File: src/rtl/mips_muldiv_unit.sv
// mips_muldiv_unit: iterative shift-add multiply / restoring divide with HI/LO registers.
// Optional MULDIV_EARLY_OUT_EN: multiplies leave CALC once the remaining multiplier magnitude is zero.
module mips_muldiv_unit #(
    parameter int WIDTH = 32
) (
    input  logic             clk,
    input  logic             reset,
    input  logic             start,
    input  logic [2:0]       op,
    input  logic [WIDTH-1:0] op_a,
    input  logic [WIDTH-1:0] op_b,
    output logic             busy,
    output logic             done,
    output logic [WIDTH-1:0] hi,
    output logic [WIDTH-1:0] lo,
    output logic             div_by_zero
);
    localparam int CNT_W = $clog2(WIDTH + 1);

    typedef enum logic [1:0] {IDLE, CALC, FIX} state_t;

    state_t             state;
    logic [CNT_W-1:0]   cnt;
    logic [2*WIDTH-1:0] acc;
    logic [2*WIDTH-1:0] mc;
    logic [WIDTH-1:0]   y;
    logic [WIDTH-1:0]   a_raw;
    logic               is_div;
    logic               neg;
    logic               neg_r;
    logic               dbz;
    logic               sa;
    logic               sb;
    logic [WIDTH-1:0]   mag_a;
    logic [WIDTH-1:0]   mag_b;
    logic [WIDTH:0]     shifted;
    logic [WIDTH:0]     diff;
    logic               last;

    assign busy = state != IDLE;

    // Operand magnitudes, restoring-divide trial subtraction and loop exit condition
    always_comb begin
        sa      = ~op[0] & op_a[WIDTH-1];
        sb      = ~op[0] & op_b[WIDTH-1];
        mag_a   = sa ? -op_a : op_a;
        mag_b   = sb ? -op_b : op_b;
        shifted = {acc[WIDTH-1:0], y[WIDTH-1]};
        diff    = shifted - {1'b0, mc[WIDTH-1:0]};
`ifdef MULDIV_EARLY_OUT_EN
        last    = cnt == CNT_W'(1) || (!is_div && y[WIDTH-1:1] == '0);
`else
        last    = cnt == CNT_W'(1);
`endif
    end

    // IDLE -> CALC -> FIX controller with datapath; hi/lo written only at FIX or by MTHI/MTLO
    always_ff @(posedge clk) begin
        if (!reset) begin
            state       <= IDLE;
            cnt         <= '0;
            done        <= 1'b0;
            hi          <= '0;
            lo          <= '0;
            div_by_zero <= 1'b0;
        end else begin
            done <= 1'b0;
            case (state)
                IDLE: begin
                    if (start && !op[2]) begin
                        state       <= CALC;
                        cnt         <= CNT_W'(WIDTH);
                        is_div      <= op[1];
                        neg         <= sa ^ sb;
                        neg_r       <= sa;
                        dbz         <= op[1] && op_b == '0;
                        div_by_zero <= op[1] && op_b == '0;
                        a_raw       <= op_a;
                        acc         <= '0;
                        mc          <= {{WIDTH{1'b0}}, op[1] ? mag_b : mag_a};
                        y           <= op[1] ? mag_a : mag_b;
                    end else if (start && op[2:1] == 2'b10) begin
                        if (op[0]) lo <= op_a;
                        else       hi <= op_a;
                    end
                end
                CALC: begin
                    cnt <= cnt - 1'b1;
                    if (is_div) begin
                        acc[WIDTH-1:0] <= diff[WIDTH] ? shifted[WIDTH-1:0] : diff[WIDTH-1:0];
                        y              <= {y[WIDTH-2:0], ~diff[WIDTH]};
                    end else begin
                        if (y[0]) acc <= acc + mc;
                        mc <= mc << 1;
                        y  <= y >> 1;
                    end
                    if (last) state <= FIX;
                end
                FIX: begin
                    state <= IDLE;
                    done  <= 1'b1;
                    if (!is_div) begin
                        {hi, lo} <= neg ? -acc : acc;
                    end else if (dbz) begin
                        hi <= a_raw;
                        lo <= '1;
                    end else begin
                        lo <= neg ? -y : y;
                        hi <= neg_r ? -acc[WIDTH-1:0] : acc[WIDTH-1:0];
                    end
                end
                default: state <= IDLE;
            endcase
        end
    end
endmodule

File: config.mk
export PLATFORM = sky130hd
export DESIGN_NAME = mips_muldiv_unit
export DESIGN_NICKNAME = d
export VERILOG_FILES = /design/src/rtl/mips_muldiv_unit.sv
export SDC_FILE = /design/constraint.sdc
export NUM_CORES = 1
export LEC_CHECK = 0
export CORE_MARGIN = 2
export CORE_UTILIZATION = 55
export DETAILED_ROUTE_END_ITERATION = 10
export DONT_BUFFER_PORTS = 1
export MAX_ROUTING_LAYER = met4
export PLACE_DENSITY = 0.7
export SYNTH_ARGS = -nofsm -noshare
export SYNTH_HDL_FRONTEND = slang
export SYNTH_SLANG_ARGS = --single-unit
export TNS_END_PERCENT = 1
File: constraint.sdc
create_clock -name clk -period 11.7 [get_ports clk]
set_input_delay 3.51 -clock clk [delete_from_list [all_inputs] [get_ports clk]]
set_output_delay 3.51 -clock clk [all_outputs]
set_load 0.02 [all_outputs]
# After elaboration in Yosys (flattened, before gate mapping)
# Cells that the tools add are included.
word_totals:
  register_bits: 270
  inputBits: 70
  elab_cells: 97
op_classes:
  add_sub_neg: 8
  eq_ne: 13
  n_mux: 37
  bitwise: 5
  n_reduce_logical: 19
ops:
  columns: ["cell", "n"]
  rows:
  - ["$mux W32", 21]
  - ["$mux W64", 5]
  - ["$pmux W64 S2", 2]
  - ["$pmux W32 S2", 3]
  - ["$neg A32 Y32", 4]
  - ["$add A64 B64 Y64", 1]
  - ["$neg A64 Y64", 1]
  - ["$sub A33 B32 Y33", 1]
  - ["$logic_not A32 Y1", 1]
  - ["$ne A2 B2 Y1 const B", 8]
  - ["$reduce_and A4 Y1", 4]
  - ["$pmux W6 S2", 1]
  - ["$eq A6 B1 Y1 const B", 1]
  - ["$mux W6", 1]
  - ["$reduce_and A2 Y1", 3]
  - ["$reduce_and A3 Y1", 2]
  - ["$reduce_bool A2 Y1", 3]
  - ["$sub A6 B1 Y6 const B", 1]
  - ["$reduce_and A5 Y1", 1]
  - ["$eq A2 B2 Y1 const B", 2]
  - ["$mux W2", 2]
  - ["$pmux W2 S2", 1]
  - ["$logic_and A1 B1 Y1", 3]
  - ["$ne A3 B3 Y1 const B", 1]
  - ["other kinds (7)", 9]

# Logic depth before layout (Yosys ltp)
logic_depth:
  word_depth: 6
  mapped_depth: 16

# Worst setup path before layout
# Ideal clock, no wire load.
synth_path:
  path_type: "input -> register"
  from: "input port start"
  to: "register acc[32] (enable)"
  arrival_ns: 9.675
  setup_slack_ns: 1.554
  path_stages: 6
  path_buffers: 0
  path_cell_list: "nor2b_1 nor2_1 nor2_1 nand2_1 a21oi_1 a21boi_0"
synth_via:
  elab_chain_cells: 3
synth_rtl:
  columns: ["element", "line_no", "source"]
  rows:
  - ["from (decl)", "8", "input logic start,"]
  - ["$logic_and A1 B1 Y1", "70", "if (start && !op[2]) begin"]
  - ["$ne A2 B2 Y1 (no line)", null, null]
  - ["$reduce_and A5 Y1 (no line)", null, null]
  - ["to (signal, indexed assignment)", "90", "acc[WIDTH-1:0] <= diff[WIDTH] ? shifted[WIDTH-1:0] : diff[WIDTH-1:0];"]
  - ["to (signal assigned)", "93", "if (y[0]) acc <= acc + mc;"]
  - ["to (decl)", "24", "logic [2*WIDTH-1:0] acc;"]
# Every way passes these cells.
# A chain may end at the register's enable or synchronous reset.

# Worst setup path in the final report
layout_path:
  from: "input port op_b[9]"
  to: "register y[30], data pin"
layout_via:
  elab_chain_cells: 5
layout_rtl:
  columns: ["element", "line_no", "source"]
  rows:
  - ["from (decl)", "11", "input logic [WIDTH-1:0] op_b,"]
  - ["$neg A32 Y32", "47", "mag_b = sb ? -op_b : op_b;"]
  - ["$mux W32", "47", null]
  - ["$mux W32", "81", "y <= op[1] ? mag_a : mag_b;"]
  - ["$mux W32", "70", null]
  - ["$pmux W32 S2", "68", "case (state)"]
  - ["to (signal assigned)", "81", null]
  - ["to (signal assigned)", "91", "y <= {y[WIDTH-2:0], ~diff[WIDTH]};"]
  - ["to (signal assigned)", "95", "y <= y >> 1;"]
  - ["to (decl)", "26", "logic [WIDTH-1:0] y;"]
# Every way passes these cells. The select of a mux whose other input is x is not followed.

==> impl_metrics.toml <==
[status]
outcome = "completed"

[global_routing]
grt_pass1_vias = 18629
grt_overflow = 0
grt.total_usage_pct = 37.8
grt_pass1_wl_microns = 115000
antenna_found_initial = 5
grt_max_degree = 72

[floorplanning]
die_area_sq_um = 40800
ioPinCount = 137
core_area_sq_um = 38600
dieHeight_microns = 202
start_util_pct = 55.8
die_width_microns = 202
rows = 72

[timing]
hold_violations = 0
setup_tns_ns = 0
holdWs_ns = 0.547
rsz0062_at_grt = "false"
post-route-min-period_ns = 6.10
fin_skew_ns = 0.0246
post-route-period-util_pct = 52.2
fmax_ghz = 0.164
finalWorstSetupSlack_ns = 5.60
report.final.slew_viol_count = 0
tightestPinTransition_ns = 1.14
slew_headroom_pct = 23.9
finalSetupViolCount = 0

[route]
wl_microns = 76100
drt-initial-drc-count = 2585
via_per_inst = 6.71
avgRoutedWirePerCell_microns = 25.5
route.detailed.drc = 0
postRouteAntennaNets = 0
vias = 20030
drt_pass1_iterations = 8

[synth]
synth-simple-area-share_pct = 17.4
seq_area_frac_synth_pct = 34.2
yosys_warnings = 0
synth.area.top_cells = "edfxtp_1 27%, dfxtp_1 6.9%, xnor2_1 6.2%"
synth_cells = 2550
muxShareOfSynthArea_pct = 4.77
synthAdderAreaFrac_pct = 6.04
synth_top_family_by_area = "compound AO/OA/AOI/OAI gates"
avgSynthCellArea_sq_um = 8.46
synth_seq_cells = 270
synth_xor_area_share_pct = 10.9
synth_compound_area_share_pct = 22.5
synth_edf_count = 196
synth_fp_nets = 2723
ys.flop_type = "edfxtp_1"
synthArstFlopShare_pct = 0
mappedNetlistArea_sq_um = 21600
yosysTopAreaCell = "edfxtp_1"
synth_cell_types = 80
synth_top_area_share_pct = 27.3

[worst_hold_path]
hold_depth = 2
hold_class = "reg -> reg"

[worst_setup_path]
rr_worst_depth = 14
critical_path_peak_fanout = 4
required_ns = 12.03
ff2ff_setup_slack_ns = 6.39
start_kind = "input pin"
path_class = "in -> reg"
crit_arrival_ns = 6.43
cp-end-kind = "register"

[finish]
syn_to_final_growth_pct = 6.84
final_nets = 2616
drive_gt1_share_pct = 5.19
postLayoutCellArea_sq_um = 23000

[clock_network]
hold_buffers = 0
cts_buffer_depth = 3
cts_resized = 0
htree_levels = 2
cts.sinks = 270
cts_buffers = 34
cts_tree = "done"
cts_setup_buffers = 0
path_clk_slew_ns = 0.06
cts-root-buf = "clkbuf_16"
worstSkewPairLatency_ns = 0.57

[place]
io_buffer_count = 0
dpl_cell_area_sq_um = 21900
pre_cts_ws_ns = 5.07
dpl.hpwl_microns = 55800
globalplace.congestion = 1.06

[job]
cap_viol_max_count = 0

[power_and_ir_drop]
p_leak_nw = 8.68
p_per_area_nw_per_um2 = 130
peakVddDrop_mv = 0.0793
[critical path: stages]
cell	delay [ns]
or4_1	0.57
nor4_1	0.26
nand2b_1	0.11
or2_1	0.26
nand2b_1	0.20
nand2b_1	0.21
or4_1	0.49
o31ai_1	0.26
xor2_1	0.23
a21oi_1	0.10
a21o_1	0.22
[path summary, 6_finish.rpt]
check,to,startpoint
worst max-delay path,y[30],op_b[9]
worst min-delay path,cnt[4],cnt[4]
worst max register to register,acc[21],y[31]
worst min register to register,cnt[4],cnt[4]
[cell type report]
type,count,area [sq um]
sequential,270,7370
antenna,2,5.00
clock buffer,46,970
clock inverter,12,213
inverter,68,255
multi-input combinational,2044,13400
timing repair buffer,25,188
tap,518,648
fill,3443,15600
[cells by family after synthesis]
logic type	after synthesis
AOI/OAI and AO/OA	780
xor gates and xnor gates	269
and+or+nand+nor	790
buffers and inverters	236
muxes	102
adders and majority gates	103
DFF	270
[per-stage QoR]
step,power (mW),instances,util (%)
floorplan,1.67,2550,-
global placement,1.84,2925,56.6
detailed placement,1.85,2925,56.6
CTS,2.99,2983,59.6
global route,3.10,2985,59.6
finish,3.00,2985,59.6
[registers in the layout (all words and copies together), names as in the netlist]
register / count
a_raw: 32
acc: 64
cnt: 6
dbz: 1
div_by_zero: 1
done: 1
hi: 32
is_div: 1
lo: 32
mc: 64
neg: 1
neg_r: 1
state: 2
y: 32
[cells in the mapped netlist (12+ instances only)]
library cell	n
xor2_1	116
ha_1	101
edfxtp_1	196
nor2_1	188
o31ai_1	38
mux2i_1	96
nor3_1	23
or4_1	18
o21ai_0	183
and2_1	43
and3_1	12
o21bai_1	14
or3_1	52
buf_1	27
nor2b_1	25
o21a_1	14
clkbuf_1	136
dfxtp_1	74
o221ai_1	37
nor4_1	14
nand2_1	284
nand4_1	33
inv_1	66
a311oi_1	15
nand2b_1	26
a31oi_1	34
or2_2	13
o41ai_1	16
nand3_1	39
o21ai_1	28
a21o_1	56
o211ai_1	25
a21oi_1	244
xnor2_1	153
[metal layers]
layer | global-route usage [%] | part of all wire (%) | vias to the layer above
met5 | - | 0 | -
met4 | 18.9 | 5.5 | 0
met3 | 7.21 | 12 | 245
met2 | 53.2 | 41 | 1166
met1 | 51.8 | 41 | 9519
li1 | - | - | 9100
[cells in the final DEF, fill, tap and decap left out, drive strengths merged, types with 15 or more instances in the layout]
master,netlist,routed
o41ai,18,18
nor2b,25,25
nand4,33,33
nand3,39,39
nor2,188,188
or4,20,20
nor3,23,23
edfxtp,196,196
ha,101,101
buf,32,25
dfxtp,74,74
a311oi,15,15
and2,43,43
xor2,116,116
xnor2,153,153
o21ai,211,211
or3,55,55
clkbuf,136,46
nand2b,26,26
a31oi,34,34
mux2i,96,96
o211ai,25,25
o221ai,37,37
nand2,284,284
a21o,56,56
a21oi,244,244
inv,67,67
or2,18,18
o31ai,39,39
[power breakdown]
part           total (mW)  internal [mW]  switching [mW]
Clock                1.15          0.695           0.452
Sequential           1.18           1.10          0.0829
Combinational       0.675          0.260           0.415
Note: power is estimated with default switching activity, not from simulation.
